==> src/rtl/mesh_pkg.sv <==
// Shared mesh router definitions: header field positions, one-hot port codes,
// default widths and the input-buffer slot state type.
package mesh_pkg;

   localparam int DW_DEF    = 64;
   localparam int HOP_W_DEF = 4;

   localparam int VC_BIT   = 63;
   localparam int XDIR_BIT = 62;
   localparam int YDIR_BIT = 61;
   localparam int HX_LSB   = 52;
   localparam int HX_MSB   = HX_LSB + HOP_W_DEF - 1;
   localparam int HY_LSB   = 48;
   localparam int HY_MSB   = HY_LSB + HOP_W_DEF - 1;

   typedef logic [4:0] port_t;

   localparam port_t PORT_N    = 5'b00001;
   localparam port_t PORT_E    = 5'b00010;
   localparam port_t PORT_S    = 5'b00100;
   localparam port_t PORT_W    = 5'b01000;
   localparam port_t PORT_L    = 5'b10000;
   localparam port_t PORT_NONE = 5'b00000;

   // Slot state doubles as the full flag.
   typedef enum logic {
      ST_EMPTY = 1'b0,
      ST_FULL  = 1'b1
   } inbuf_state_t;

endpackage

==> src/rtl/mesh_inbuf_route_if.sv <==
// Link (si/ri/di) and crossbar (req/gnt/dout) signals of one mesh input port.
// master = upstream buffer plus arbiter side, slave = the input buffer.
interface mesh_inbuf_route_if #(
   parameter int DW = 64
) ();

   logic          si;
   logic          ri;
   logic [DW-1:0] di;
   logic [4:0]    req;
   logic          gnt;
   logic [DW-1:0] dout;

   modport master (
      output si,
      output di,
      output gnt,
      input  ri,
      input  req,
      input  dout
   );

   modport slave (
      input  si,
      input  di,
      input  gnt,
      output ri,
      output req,
      output dout
   );

endinterface

==> src/rtl/mesh_route_calc.sv <==
// Dimension-order (X then Y) route computation; returns the one-hot output
// port and the packet with the hop field of the chosen dimension decremented.
module mesh_route_calc
   import mesh_pkg::*;
#(
   parameter int DW    = DW_DEF,
   parameter int HOP_W = HOP_W_DEF
) (
   input  logic [DW-1:0] di,
   output port_t         route,
   output logic [DW-1:0] pkt
);

   logic [HOP_W-1:0] hx;
   logic [HOP_W-1:0] hy;

   assign hx = di[HX_LSB +: HOP_W];
   assign hy = di[HY_LSB +: HOP_W];

   // A nonzero field is decremented, so the subtraction can never wrap.
   always_comb begin
      route = PORT_L;
      pkt   = di;
      if (hx != '0) begin
         route              = di[XDIR_BIT] ? PORT_W : PORT_E;
         pkt[HX_LSB +: HOP_W] = hx - 1'b1;
      end else if (hy != '0) begin
         route              = di[YDIR_BIT] ? PORT_S : PORT_N;
         pkt[HY_LSB +: HOP_W] = hy - 1'b1;
      end
   end

endmodule

==> src/rtl/mesh_inbuf_route.sv <==
// Single-slot mesh input buffer: captures in the external phase, requests its
// precomputed output port in the internal phase. Optional INBUF_WAIT_CNT_EN adds wait_cnt.
module mesh_inbuf_route
   import mesh_pkg::*;
#(
   parameter int DW    = DW_DEF,
   parameter int HOP_W = HOP_W_DEF
) (
   input  logic                clk,
   input  logic                reset,
   input  logic                phase_external,
   input  logic                phase_internal,
   mesh_inbuf_route_if.slave   link,
   output logic                full
`ifdef INBUF_WAIT_CNT_EN
   ,
   output logic [7:0]          wait_cnt
`endif
);

   inbuf_state_t  state_reg, state_next;
   logic [DW-1:0] q_reg, q_next;
   port_t         route_reg, route_next;

   port_t         calc_route;
   logic [DW-1:0] calc_pkt;
   logic          req_active;

   mesh_route_calc #(
      .DW    (DW),
      .HOP_W (HOP_W)
   ) u_route_calc (
      .di    (link.di),
      .route (calc_route),
      .pkt   (calc_pkt)
   );

   always_ff @(posedge clk) begin
      if (reset) begin
         state_reg <= ST_EMPTY;
         q_reg     <= '0;
         route_reg <= PORT_NONE;
      end else begin
         state_reg <= state_next;
         q_reg     <= q_next;
         route_reg <= route_next;
      end
   end

   // si while full and gnt outside an active request are both dropped here.
   always_comb begin
      state_next = state_reg;
      q_next     = q_reg;
      route_next = route_reg;
      case (state_reg)
         ST_EMPTY: begin
            if (phase_external && link.si) begin
               state_next = ST_FULL;
               q_next     = calc_pkt;
               route_next = calc_route;
            end
         end
         ST_FULL: begin
            if (phase_internal && link.gnt) begin
               state_next = ST_EMPTY;
            end
         end
         default: state_next = ST_EMPTY;
      endcase
   end

   assign full       = (state_reg == ST_FULL);
   assign req_active = phase_internal & full;
   assign link.ri    = ~full;
   assign link.req   = req_active ? route_reg : PORT_NONE;
   assign link.dout  = req_active ? q_reg : '0;

`ifdef INBUF_WAIT_CNT_EN
   logic [7:0] wait_cnt_reg;

   always_ff @(posedge clk) begin
      if (reset) begin
         wait_cnt_reg <= '0;
      end else if (req_active && link.gnt) begin
         wait_cnt_reg <= '0;
      end else if (req_active && (wait_cnt_reg != 8'hFF)) begin
         wait_cnt_reg <= wait_cnt_reg + 8'd1;
      end
   end

   assign wait_cnt = wait_cnt_reg;
`endif

endmodule

==> src/flat_wrapper.sv <==
// flat-port wrapper written by rule: the top's interface ports become plain ports
module mesh_inbuf_route_flat import mesh_pkg::*;
#(
   parameter int DW    = DW_DEF,
   parameter int HOP_W = HOP_W_DEF
)
  (clk, reset, phase_external, phase_internal, full, link_si, link_di, link_gnt, link_ri, link_req, link_dout);
  mesh_inbuf_route_if #(.DW(DW)) link_i ();
  input  logic clk;
  input  logic reset;
  input  logic phase_external;
  input  logic phase_internal;
  output logic full;
  input wire logic [$bits(link_i.si)-1:0] link_si;
  input wire logic [$bits(link_i.di)-1:0] link_di;
  input wire logic [$bits(link_i.gnt)-1:0] link_gnt;
  output wire logic [$bits(link_i.ri)-1:0] link_ri;
  output wire logic [$bits(link_i.req)-1:0] link_req;
  output wire logic [$bits(link_i.dout)-1:0] link_dout;
  assign link_i.si = link_si;
  assign link_i.di = link_di;
  assign link_i.gnt = link_gnt;
  assign link_ri = link_i.ri;
  assign link_req = link_i.req;
  assign link_dout = link_i.dout;
  mesh_inbuf_route #(.DW(DW), .HOP_W(HOP_W)) u_core (.clk(clk), .reset(reset), .phase_external(phase_external), .phase_internal(phase_internal), .link(link_i), .full(full));
endmodule
==> config.mk <==
export PLATFORM = sky130hd
export DESIGN_NAME = mesh_inbuf_route_flat
export DESIGN_NICKNAME = d
export VERILOG_FILES = /design/src/rtl/mesh_pkg.sv /design/src/rtl/mesh_inbuf_route_if.sv /design/src/rtl/mesh_route_calc.sv /design/src/rtl/mesh_inbuf_route.sv /design/src/flat_wrapper.sv
export SDC_FILE = /design/constraint.sdc
export NUM_CORES = 1
export LEC_CHECK = 0
export ABC_CLOCK_PERIOD_IN_PS = 4400
export CAP_MARGIN = 25
export CORE_UTILIZATION = 40
export DETAILED_ROUTE_END_ITERATION = 7
export PLACE_DENSITY = 0.82
export SLEW_MARGIN = 30
export SYNTH_ARGS = -nofsm -noshare
export SYNTH_HDL_FRONTEND = slang
export SYNTH_HIERARCHICAL = 1
export SYNTH_SLANG_ARGS = --single-unit
==> constraint.sdc <==
create_clock -name clk -period 4.4 [get_ports clk]
set_input_delay 0.66 -clock clk [delete_from_list [all_inputs] [get_ports clk]]
set_output_delay 0.66 -clock clk [all_outputs]
set_load 0.005 [all_outputs]
# Word-level counts from Yosys, hierarchy flattened
# Cells that the tools add are included.
# word_totals
in_bits	70
output_inout_bits	71
register_bits	70
wordCells	24
# op_classes
bitwise_logic	2
n_mux	12
n_addsub	2
reduce_logical	5
# ops
operator	n
2-to-1 mux 64 bit	1
2-to-1 mux 4 bit	4
2-to-1 mux 5 bit	3
nonzero test 4 bit	2
subtractor 4 x 1 -> 4 bit (second input constant)	2
2-to-1 mux 3 bit	1
logical AND 1 bit	2
2-to-1 mux 1 bit	2
one-hot mux 1 bit (2 select lines)	1
AND reduction 2 bit	1
AND 1 bit	1
NOT 1 bit	1

# Depth between registers and ports, before layout
# logic_depth
word_depth	3
depth_mapped	8

# By module
# The synthesis kept the hierarchy.
# modules_own_cells
mod	seq_area_each_um2	area_per_inst_um2	cells_each	n_inst
mesh_inbuf_route	1401.3	3604.7	388	1
mesh_route_calc	0.0	653.1	88	1

# Least setup slack after synthesis
# Ideal clock, no wire load.
# synth_timing
path_type	input -> register
from	input link_di[52]
to	register u_core.q_reg[51]
n_path_buf	1
path_stages	8
arrival_ns	1.946
setup_slack_ns	2.335
cell_sequence	inv_1 ha_1 or3b_1 buf_2 nor4_4 mux2_1 nand2b_1 mux2i_1
# synth_between
elab_chain_len	2
# synth_rtl
element	line	source
start, declared	flat_wrapper.sv:15	input wire logic [$bits(link_i.di)-1:0] link_di;
nonzero test 4 bit	mesh_route_calc.sv:24	if (hx != '0) begin
2-to-1 mux 4 bit	mesh_route_calc.sv:24	
net u_core.calc_pkt[51]	mesh_inbuf_route.sv:26	logic [DW-1:0] calc_pkt;
end signal, assigned	mesh_inbuf_route.sv:45	q_reg <= q_next;
end, declared	mesh_inbuf_route.sv:22	logic [DW-1:0] q_reg, q_next;
# The timed path passes the listed nets, and every way through them passes these cells.
# A chain may end at the register's enable or synchronous reset.

# Final worst setup path
# layout_timing
from	input phase_internal
to	output link_dout[48]
# layout_between
elab_chain_len	2
# layout_rtl
element	line	source
start, declared	flat_wrapper.sv:12	input logic phase_internal;
AND 1 bit	mesh_inbuf_route.sv:73	assign req_active = phase_internal & full;
2-to-1 mux 64 bit	mesh_inbuf_route.sv:76	assign link.dout = req_active ? q_reg : '0;
end, declared	flat_wrapper.sv:19	output wire logic [$bits(link_i.dout)-1:0] link_dout;
# No other way between the ends.

==> results by group <==
Route
  • Final wirelength: 8760 microns
  • WL/cell: around 13 microns
  • M1 wire length: between 3000 and 4000 microns
  • TritonRoute pass-1 iters: 4
  • WL met2: around 4400 microns
  • Drt drc: 0
  • 1st-iter DRT viols: roughly 110
  • Drt via density: 4.73
  • Highest routed layer: met4
  • Vias after detailed routing: 3190
  • Final ANT Viol Nets: 0
  • Met3 Routed Length: 422 microns

Logic synthesis
  • Top cells by count, synth: nand2b_1, mux2i_1, and3_1, dfxtp_1, buf_4
  • Unique masters post-synth: 28
  • Post-synthesis compound-gate area fraction: 0.823%
  • Yosys reg bits: 70
  • Post-Synth XOR/XNOR Area: less than 1%
  • Syn nets: 548
  • Post-synth ARST share: 0%
  • Yosys top cell area share: roughly a third
  • Average cell area after synthesis: ~9 sq um
  • Simple-Gate Fraction of Synth Area: between 30 and 40%
  • Primary FF master, synth: dfxtp_1
  • EDFF count, synth: 0
  • Gate Count Post-Synth: 476
  • Synth area leader: dfxtp_1
  • Post-synthesis adder-cell area fraction: less than 1%
  • Cell Area, Synth: approximately 4300 sq um
  • Sequential fraction of the synthesis area: roughly 33%
  • Yosys warnings: 6
  • Post-synthesis mux area share: roughly 17%
  • Synth top area cells: dfxtp_1, nand2b_1, mux2i_1, buf_4, and3_1
  • Largest family of logic cells by synthesized area: simple AND/OR/NAND/NOR gates
  • Most frequent cell after synthesis: nand2b_1

Finish
  • Nets: roughly 600
  • FILL cells: 937
  • Sequential cell area: between 1000 and 1500 sq um
  • Synthesis-to-layout area growth: 27.1%
  • Share of cells above drive strength 1: approximately 3.9%
  • Max reg flops: between 60 and 70
  • Final Non-Filler Cells: roughly 680
  • Fin util: between 50% and 60%
  • # diodes: 0
  • Multi-input logic area: 2220 sq um

Flow run
  • Max Cap Viol: 0

STA
  • Max_slew headroom: between 40% and 50%
  • Crit share post-route: between 50% and 60%
  • Skew final: between 5 and 6 ps
  • Crit path time final: approximately 2600 ps
  • Final setup margin: approximately 1800 ps
  • Max Freq: just under 400 MHz
  • Fin. Hold Viols: 0
  • Worst Tran Pin Value: between 800 and 900 ps
  • Final setup violation count: 0
  • RSZ-0062 raised after global routing: false
  • Final setup TNS: 0 ps
  • Max-slew violations: 0

Clocking
  • CTS tree: done
  • CTS Sinks: 70
  • Hold_buf cts: 0
  • H-tree depth: 3
  • Clock root buffer: clkbuf_8
  • CTS resizes: 0
  • Clock-pin slew on the worst setup and hold paths: around 70 ps
  • Inserted Clock Buffers: 9
  • CTS Buffer Depth: 2
  • Clock Latency Late Sink: 330 ps
  • Post-CTS Setup Inserts: 0

Pwr
  • Design Power: between 1 and 1.5 mW
  • Pleak: ~2.2 nW
  • Power Density: ~250 nW/um^2
  • VDD IR max: roughly 0.17 mV

Floorplan
  • Core Region: ~10000 sq um
  • Initial Utilization: 41.2%
  • Cell row count: 37
  • Die Y: around 110 microns
  • Die area: 11100 sq um
  • Top Ports: between 100 and 150
  • Chip width: approximately 110 microns

Place
  • Placer Congestion: 0.739
  • Post-DP HPWL: between 5000 and 6000 microns
  • Placement Setup Slack: ~1500 ps
  • # port buffers: 140
  • Post-Place Cells: ~660

Worst setup path
  • Crit path DAT: between 1500 and 2000 ps
  • Crit path launch type: input port
  • CP startpoint: phase_internal
  • Worst-path maximum fanout: 70
  • Setup crit end kind: primary output
  • Req. time, crit path: 3740 ps
  • Reg-to-Reg Start: u_core/full$_SDFF_PP0_
  • CP Class: input port to primary output

Outcome
  • Outcome: complete, no violations

GRT
  • Vias in the first global route: 3295
  • GR Overflow Total: 0
  • Antenna violations before repair: 0
  • Largest net degree at the start of global routing: about 110
  • First-pass GRT wire length: between 10000 and 15000 microns
  • Gr usage total: approximately 16%

Min path
  • Worst Hold Launch: u_core/q_reg[18]$_SDFFE_PP0P_
  • Hold WC Path Type: flip-flop to flip-flop
==> through the flow <==
stage / instance area (sq um) / hold slack (ps)
detailed placement: 5230 / 457
floorplan: 4260 / 444
CTS: 5410 / 471
global route: 5410 / 485
global placement: 5220 / 454
finish: 5410 / 468
==> cell type report <==
class                   count  share of cell area, %
flip-flops and latches     70                   26.0
multi-input cells         306                   41.1
clock buffers              13                   2.96
clock inverters             3                  0.324
well taps                 136                   3.14
repair buffers            142                   26.2
inverters                   5                  0.347
==> critical path: stages <==
cell and delay, ps:
buf_4 470, and3_1 290, clkdlybuf4s50_1 510
==> worst paths after layout <==
| path | depth (start not counted) | slack [ps] | to |
|---|---|---|---|
| setup / recovery | 3 | 1800 | link_dout[48] |
| hold / removal | 2 | 470 | u_core/q_reg[18]$_SDFFE_PP0P_ |
| setup reg to reg | 3 | 2430 | u_core/q_reg[42]$_SDFFE_PP0P_ |
| hold reg to reg | 2 | 470 | u_core/q_reg[18]$_SDFFE_PP0P_ |
==> cell families (layout without fill, tap and decap cells) <==
group | Yosys count | in the layout
AOI/OAI and AO/OA | 5 | 5
xor gates and xnor gates | 2 | 2
adders and majority gates | 2 | 2
buffers and inverters | 100 | 163
DFF | 70 | 70
muxes | 72 | 72
and+or+nand+nor | 225 | 225
==> power by group <==
part,leakage (nW),switching (mW),internal [mW]
combinational,1.54,0.0817,0.129
sequential,0.572,0.0253,0.665
clock,0.0885,0.226,0.238
total,2.20,0.333,1.03
==> placed cells by master, fill, tap and decap left out <==
| master | instances |
|---|---|
| and3b_4 | 1 |
| buf_4 | 3 |
| a311oi_1 | 1 |
| nor3b_2 | 1 |
| mux2_1 | 1 |
| ha_1 | 2 |
| nor2_1 | 4 |
| and3_1 | 70 |
| nand2b_1 | 138 |
| nand3b_1 | 1 |
| nor3_1 | 1 |
| a21oi_1 | 2 |
| nor4_4 | 1 |
| clkbuf_1 | 3 |
| clkinvlp_4 | 1 |
| o2bb2ai_1 | 1 |
| nor2b_1 | 1 |
| or3_1 | 1 |
| inv_1 | 5 |
| clkbuf_16 | 1 |
| buf_6 | 1 |
| clkdlybuf4s50_1 | 138 |
| or3b_1 | 2 |
| nand2_1 | 2 |
| clkbuf_8 | 9 |
| dfxtp_1 | 69 |
| clkinv_2 | 2 |
| a21o_1 | 1 |
| and2_1 | 2 |
| xnor2_1 | 2 |
| mux2i_1 | 71 |
| dfxtp_4 | 1 |
==> layer usage <==
layer / GRT usage (%) / vias to the layer above
met4: 5.23 / 0
met2: 29.2 / 87
met3: 3.87 / 13
met5: 0 / -
met1: 18.3 / 1471
li1: - / 1619
(Power assumes the default switching activity.)
